### config.mk
export PLATFORM = sky130hd
export DESIGN_NAME = rf_write_arbiter
export DESIGN_NICKNAME = d
export VERILOG_FILES = /design/src/rtl/rf_write_arbiter.sv
export SDC_FILE = /design/constraint.sdc
export NUM_CORES = 1
export LEC_CHECK = 0
export ABC_AREA = 1
export CORE_ASPECT_RATIO = 0.5
export CORE_MARGIN = 4
export CORE_UTILIZATION = 44
export CTS_BUF_LIST = sky130_fd_sc_hd__clkbuf_4 sky130_fd_sc_hd__clkbuf_8 sky130_fd_sc_hd__clkbuf_16
export CTS_CLUSTER_DIAMETER = 50
export DETAILED_ROUTE_END_ITERATION = 6
export GPL_ROUTABILITY_DRIVEN = 0
export GPL_TIMING_DRIVEN = 1
export PLACE_DENSITY = 0.95
export SKIP_CTS_REPAIR_TIMING = 1
export SYNTH_ARGS = -nofsm -noshare
export SYNTH_HDL_FRONTEND = slang
export SYNTH_SLANG_ARGS = --single-unit
### constraint.sdc
create_clock -name clk -period 5.6 [get_ports clk]
set_input_delay 1.12 -clock clk [delete_from_list [all_inputs] [get_ports clk]]
set_output_delay 1.12 -clock clk [all_outputs]
set_load 0.01 [all_outputs]
### src/rtl/rf_write_arbiter.sv
// rf_write_arbiter: round-robin merge of NREQ register-file write
// requesters onto one registered write port with an x0-filtered counter.
module rf_write_arbiter #(
  parameter int DATA_WIDTH = 32,
  parameter int ADDR_WIDTH = 5,
  parameter int NREQ       = 3
) (
  input  logic                       clk,
  input  logic                       reset,
  input  logic                       hold,
  input  logic [NREQ-1:0]            req_valid,
  input  logic [NREQ*ADDR_WIDTH-1:0] req_addr,
  input  logic [NREQ*DATA_WIDTH-1:0] req_data,
  output logic [NREQ-1:0]            req_ready,
  output logic [ADDR_WIDTH-1:0]      rf_a3,
  output logic [DATA_WIDTH-1:0]      rf_wd3,
  output logic                       rf_we3,
  output logic [1:0]                 grant_id,
  output logic [15:0]                wr_count
);

  logic [1:0]            ptr;
  logic [1:0]            ptr_nxt;
  logic [1:0]            gidx;
  logic                  found;
  logic                  xfer;
  logic [2*NREQ-1:0]     rot;
  logic [2:0]            j3;
  logic [ADDR_WIDTH-1:0] sel_addr;
  logic [DATA_WIDTH-1:0] sel_data;

  // Rotate valids so bit k is requester (ptr+k) mod NREQ; pick lowest.
  always_comb begin
    rot   = {req_valid, req_valid} >> ptr;
    found = 1'b0;
    gidx  = '0;
    j3    = '0;
    for (int k = 0; k < NREQ; k++) begin
      if (!found && rot[k]) begin
        found = 1'b1;
        j3    = {1'b0, ptr} + 3'(k);
        if (j3 >= 3'(NREQ)) j3 = j3 - 3'(NREQ);
        gidx  = j3[1:0];
      end
    end
  end

  // Grant decode, write-operand mux and next priority pointer.
  always_comb begin
    xfer      = found && !hold && !reset;
    req_ready = '0;
    sel_addr  = '0;
    sel_data  = '0;
    for (int i = 0; i < NREQ; i++) begin
      if (gidx == 2'(i)) begin
        req_ready[i] = xfer;
        sel_addr     = req_addr[i*ADDR_WIDTH +: ADDR_WIDTH];
        sel_data     = req_data[i*DATA_WIDTH +: DATA_WIDTH];
      end
    end
    ptr_nxt = (gidx == 2'(NREQ-1)) ? 2'd0 : gidx + 2'd1;
  end

  // Write-port registers; writes to x0 are consumed but not enabled.
  always_ff @(posedge clk or posedge reset) begin
    if (reset) begin
      ptr      <= '0;
      rf_we3   <= 1'b0;
      rf_a3    <= '0;
      rf_wd3   <= '0;
      grant_id <= '0;
      wr_count <= '0;
    end else begin
      rf_we3 <= 1'b0;
      if (xfer) begin
        ptr      <= ptr_nxt;
        rf_a3    <= sel_addr;
        rf_wd3   <= sel_data;
        grant_id <= gidx;
        rf_we3   <= (sel_addr != '0);
        if (sel_addr != '0) wr_count <= wr_count + 16'd1;
      end
    end
  end

endmodule

-- Yosys cells after proc, flatten, opt, wreduce, memory -nomap -nowiden
Index checks and enable logic that the tools add are counted.
- register bits: 58
- output and inout bits: 59
- word-level logic and storage cells: 50
- $add $sub $neg: 7
- magnitude comparators: 3
- equal/unequal tests: 2
- shift operators: 1
- mux-type cells: 20
- reductions and logical operators: 11
- operator list (operator ; number):
    32-bit 2-to-1 mux ; 3
    16-bit by 1-bit adder with 16-bit output (second input constant) ; 1
    5-bit 2-to-1 mux ; 3
    2-bit 2-to-1 mux ; 7
    1-bit 2-to-1 mux ; 7
    3-bit by 2-bit greater-or-equal comparator with 1-bit output (second input constant) ; 2
    6-bit by 2-bit right shift with 3-bit output ; 1
    2-bit subtractor (second input constant) ; 3
    5-bit nonzero test ; 1
    1-bit logical AND ; 4
    1-bit zero test ; 4
    2-bit by 1-bit adder with 3-bit output (second input constant) ; 1
    2-bit by 2-bit adder with 3-bit output (second input constant) ; 1
    2-bit by 1-bit adder with 2-bit output (second input constant) ; 1
    2-bit by 1-bit == test with 1-bit output (second input constant) ; 1
    2-bit == test (second input constant) ; 1
    2-bit greater-or-equal comparator (second input constant) ; 1
    2-bit zero test ; 1
    2-bit AND reduction ; 1

-- Logic depth before layout (Yosys ltp)
- word-level depth: 14
- mapped depth: 18

-- Worst setup path after synthesis
OpenSTA, ideal clock, no wires.
- path kind: input port to output port
- from: input port req_valid[2]
- to: output port req_ready[1]
- data arrival time: 2.177 ns
- data required time: 4.480 ns
- slack: 2.303 ns
- stages: 11
- buffers on the path: 1
- cell sequence: inv_1 nand2_1 nand3_1 nand2_1 inv_1 nand3_1 nand2_1 inv_1 buf_2 nand2_1 clkinv_1
- longest elaborated chain between the ends: 11
- RTL lines (what ; line ; RTL):
    start, declared ; 11 ; input logic [NREQ-1:0] req_valid,
    6-bit by 2-bit right shift with 3-bit output (*) ; 34 ; rot = {req_valid, req_valid} >> ptr;
    1-bit 2-to-1 mux ; 39 ; if (!found && rot[k]) begin
    1-bit zero test ; 39 ;
    1-bit logical AND ; 39 ;
    1-bit 2-to-1 mux ; 39 ;
    1-bit zero test ; 39 ;
    1-bit logical AND ; 39 ;
    1-bit 2-to-1 mux ; 39 ;
    1-bit logical AND (2 in a row) ; 50 ; xfer = found && !hold && !reset;
    1-bit 2-to-1 mux (*) ; 55 ; if (gidx == 2'(i)) begin
    end, declared ; 14 ; output logic [NREQ-1:0] req_ready,
Mark *: on every way between the ends. The rest lies on a longest branch, timed or not.

-- Worst setup path after layout
- from: input port req_valid[1]
- to: output port req_ready[1]
The elaborated chain is that of the path after synthesis.

==> metrics <==
Mapped Cells 472; Post-DRT Antenna Nets 0; Rows 22; area share of and/or/nand/nor cells after synthesis 38.2%; R2R Setup Slk around 2600 ps; Final Critical Period between 5000 and 6000 ps; top-count cell post-synth nand2_1; Data arrival, critical path 3900 ps; final hold viol count 0; worst hold path class reg -> reg; vias post-DR 3895; largest net degree at the start of global routing 59; normalized max-slew margin approximately half; synthesized-area fraction occupied by adder cells 1.82%; initial antenna violation count 0; leading area contributor after synthesis dfrtp_1; first-pass GRT wire length roughly 18000 um; Slew Limit Fails 0; worst slew pin tran 730 ps; Reg2Reg Depth 13; fillers 533; main combinational cell family by area after synthesis simple AND/OR/NAND/NOR gates; Final Util around three quarters; die area 9390 um^2; CTS Buf Count 9; Die X 133 um; crit end category primary output; Synth warnings 0; mux share of post-synthesis cell area 0%; worst vdd ir 348 uV; synthesized area around 3400 um^2; crit path max fanout 27; GRT Total Usage 24.3%; Via density about 5.2; design area about 5500 um^2; pre-CTS setup slack roughly 620 ps; Area growth syn-to-layout 60.7%; DRT Pass-1 Iters 5; status completed; Port Buffers 175; asr flop ratio synth 100%; Die Y-Extent around 71 um; PwrDens roughly 540 nW/um^2; Tcrit/Tclk final 89.7%; Hold Startpoint rf_wd3[16]$_DFFE_PP0P_; Required @ worst endpoint 4480 ps; starting density of the core 46.2%; P_leak 2.47 nW; Synth area leaders dfrtp_1 42%, nand2_1 22%, nand3_1 7.4%; Syn Area/Cell between 7 and 8 um^2; CTS tree done; RSZ-0062 raised after global routing false; post-synthesis xor/xnor area fraction 3.56%; CTS Buffer Depth 2; DP Wirelength 8290 um; leading cell types by count after synthesis 199 x nand2_1, 58 x dfrtp_1, 51 x nand3_1; # DRC 0; Starting DRT DRC Count just under 300; Seq/Total Area, Yosys around 42%; Core Region 7460 um^2; IO Pins roughly 180; # setup viols final 0; reg-to-reg critical path startpoint ptr[0]$_DFFE_PP0P_; Peak Freq roughly 0.2 GHz; Crit Reg-Reg Endpoint wr_count[2]$_DFFE_PP0P_; Clock Latency Late Sink 330 ps; vias in the first global route about 3800; Total Wirelength 11600 um; compound-cell area share of the yosys netlist 8.32%; layout cells sized above 1 6.37%; global route total overflow 0; Setup CP Type in -> out; root buffer cell clkbuf_16; Setup Skew 4.81 ps; # diodes 0; nets@finish 764; Hold Path End rf_wd3[16]$_DFFE_PP0P_; type of origin of the critical path primary input; H-Tree Depth 3; post-route worst setup slack 579 ps; Net Count, Synth 594; Unique masters post-synth 27; Primary FF master, synth dfrtp_1; Area after DPL 5270 um^2; Post-Route Setup TNS 0 ps; max_cap viols 0; hold path cells 2; EDFF count, synth 0; top-area cell type share of the netlist area a little over two fifths; Seq cells post-synth 58; clock sink count 58; Clock Pin Slew Worst Setup and Hold Paths 40 ps; WL/cell 15.4 um; hold_ws 482 ps
-- layout by cell type (no fill, tap or decap), types with 7 or more instances in the layout --
| cell type | netlist | routed |
|---|---|---|
| a41oi_1 | 13 | 13 |
| clkdlybuf4s50_1 | 0 | 175 |
| nor2_1 | 22 | 22 |
| nand2_1 | 199 | 199 |
| clkbuf_16 | 0 | 9 |
| inv_1 | 22 | 20 |
| nand3_1 | 51 | 51 |
| xor2_1 | 7 | 7 |
| a21oi_1 | 11 | 11 |
| o21ai_0 | 22 | 22 |
| dfrtp_1 | 58 | 58 |
| xnor2_1 | 7 | 7 |
-- cells by family after synthesis --
logic type      Yosys count
flops                    58
xor+xnor                 14
compound gates           47
buf+inv                  48
simple gates            300
fa+ha+maj                 5
-- per-stage QoR --
step,power [mW],instances
floorplan,1.80,472
global placement,2.39,739
CTS,2.98,752
global route,3.20,752
detailed placement,2.46,739
finish,2.98,752
-- power breakdown --
group	switching [mW]	total, mW	internal (mW)
clock network	0.169	0.493	0.324
registers	0.111	0.694	0.582
logic	1.08	1.79	0.711
total	1.36	2.98	1.62
-- layout make-up --
cell class	instances	area [um^2]	area share [%]
Multi-Input combinational cell	366	1790	32.3
Sequential cell	58	1450	26.2
Timing Repair Buffer	180	1790	32.3
Inverter	27	101	1.83
Clock buffer	13	268	4.84
Tap cell	108	135	2.44
-- flip-flops by register name (all words and copies together), names as in the netlist --
| register | flops |
|---|---|
| grant_id | 2 |
| ptr | 2 |
| wr_count | 16 |
| rf_we3 | 1 |
| rf_a3 | 5 |
| rf_wd3 | 32 |
-- routing by layer --
metal | global-route usage [%] | routed length, um
met1 | 26.0 | 4180
met2 | 46.2 | 6320
met3 | 6.25 | 667
met4 | 9.69 | 382
met5 | 0 | 0
-- worst max-delay path by stage --
stage                  from  slack, ps  cells after the start      endpoint
6_report       req_valid[1]        580                     12  req_ready[1]
5_1_grt        req_valid[1]        380                     12  req_ready[1]
4_1_cts        req_valid[1]        590                     12  req_ready[1]
3_5_place_dp   req_valid[1]        620                     12  req_ready[1]
3_3_place_gp   req_valid[1]        770                     12  req_ready[1]
2_1_floorplan  req_valid[2]       2300                     11  req_ready[1]
-- worst max-delay path, stage by stage --
cell and delay (ps):
clkdlybuf4s50_1 510, nand2_1 120, nand3_2 130, nand2_2 100
nand3_4 120, clkinv_1 70, nand2_1 90, nand2_4 100
nor2_4 530, nand2_1 180, clkinv_1 230, clkdlybuf4s50_1 590
Power figures use the tool's default switching activity.
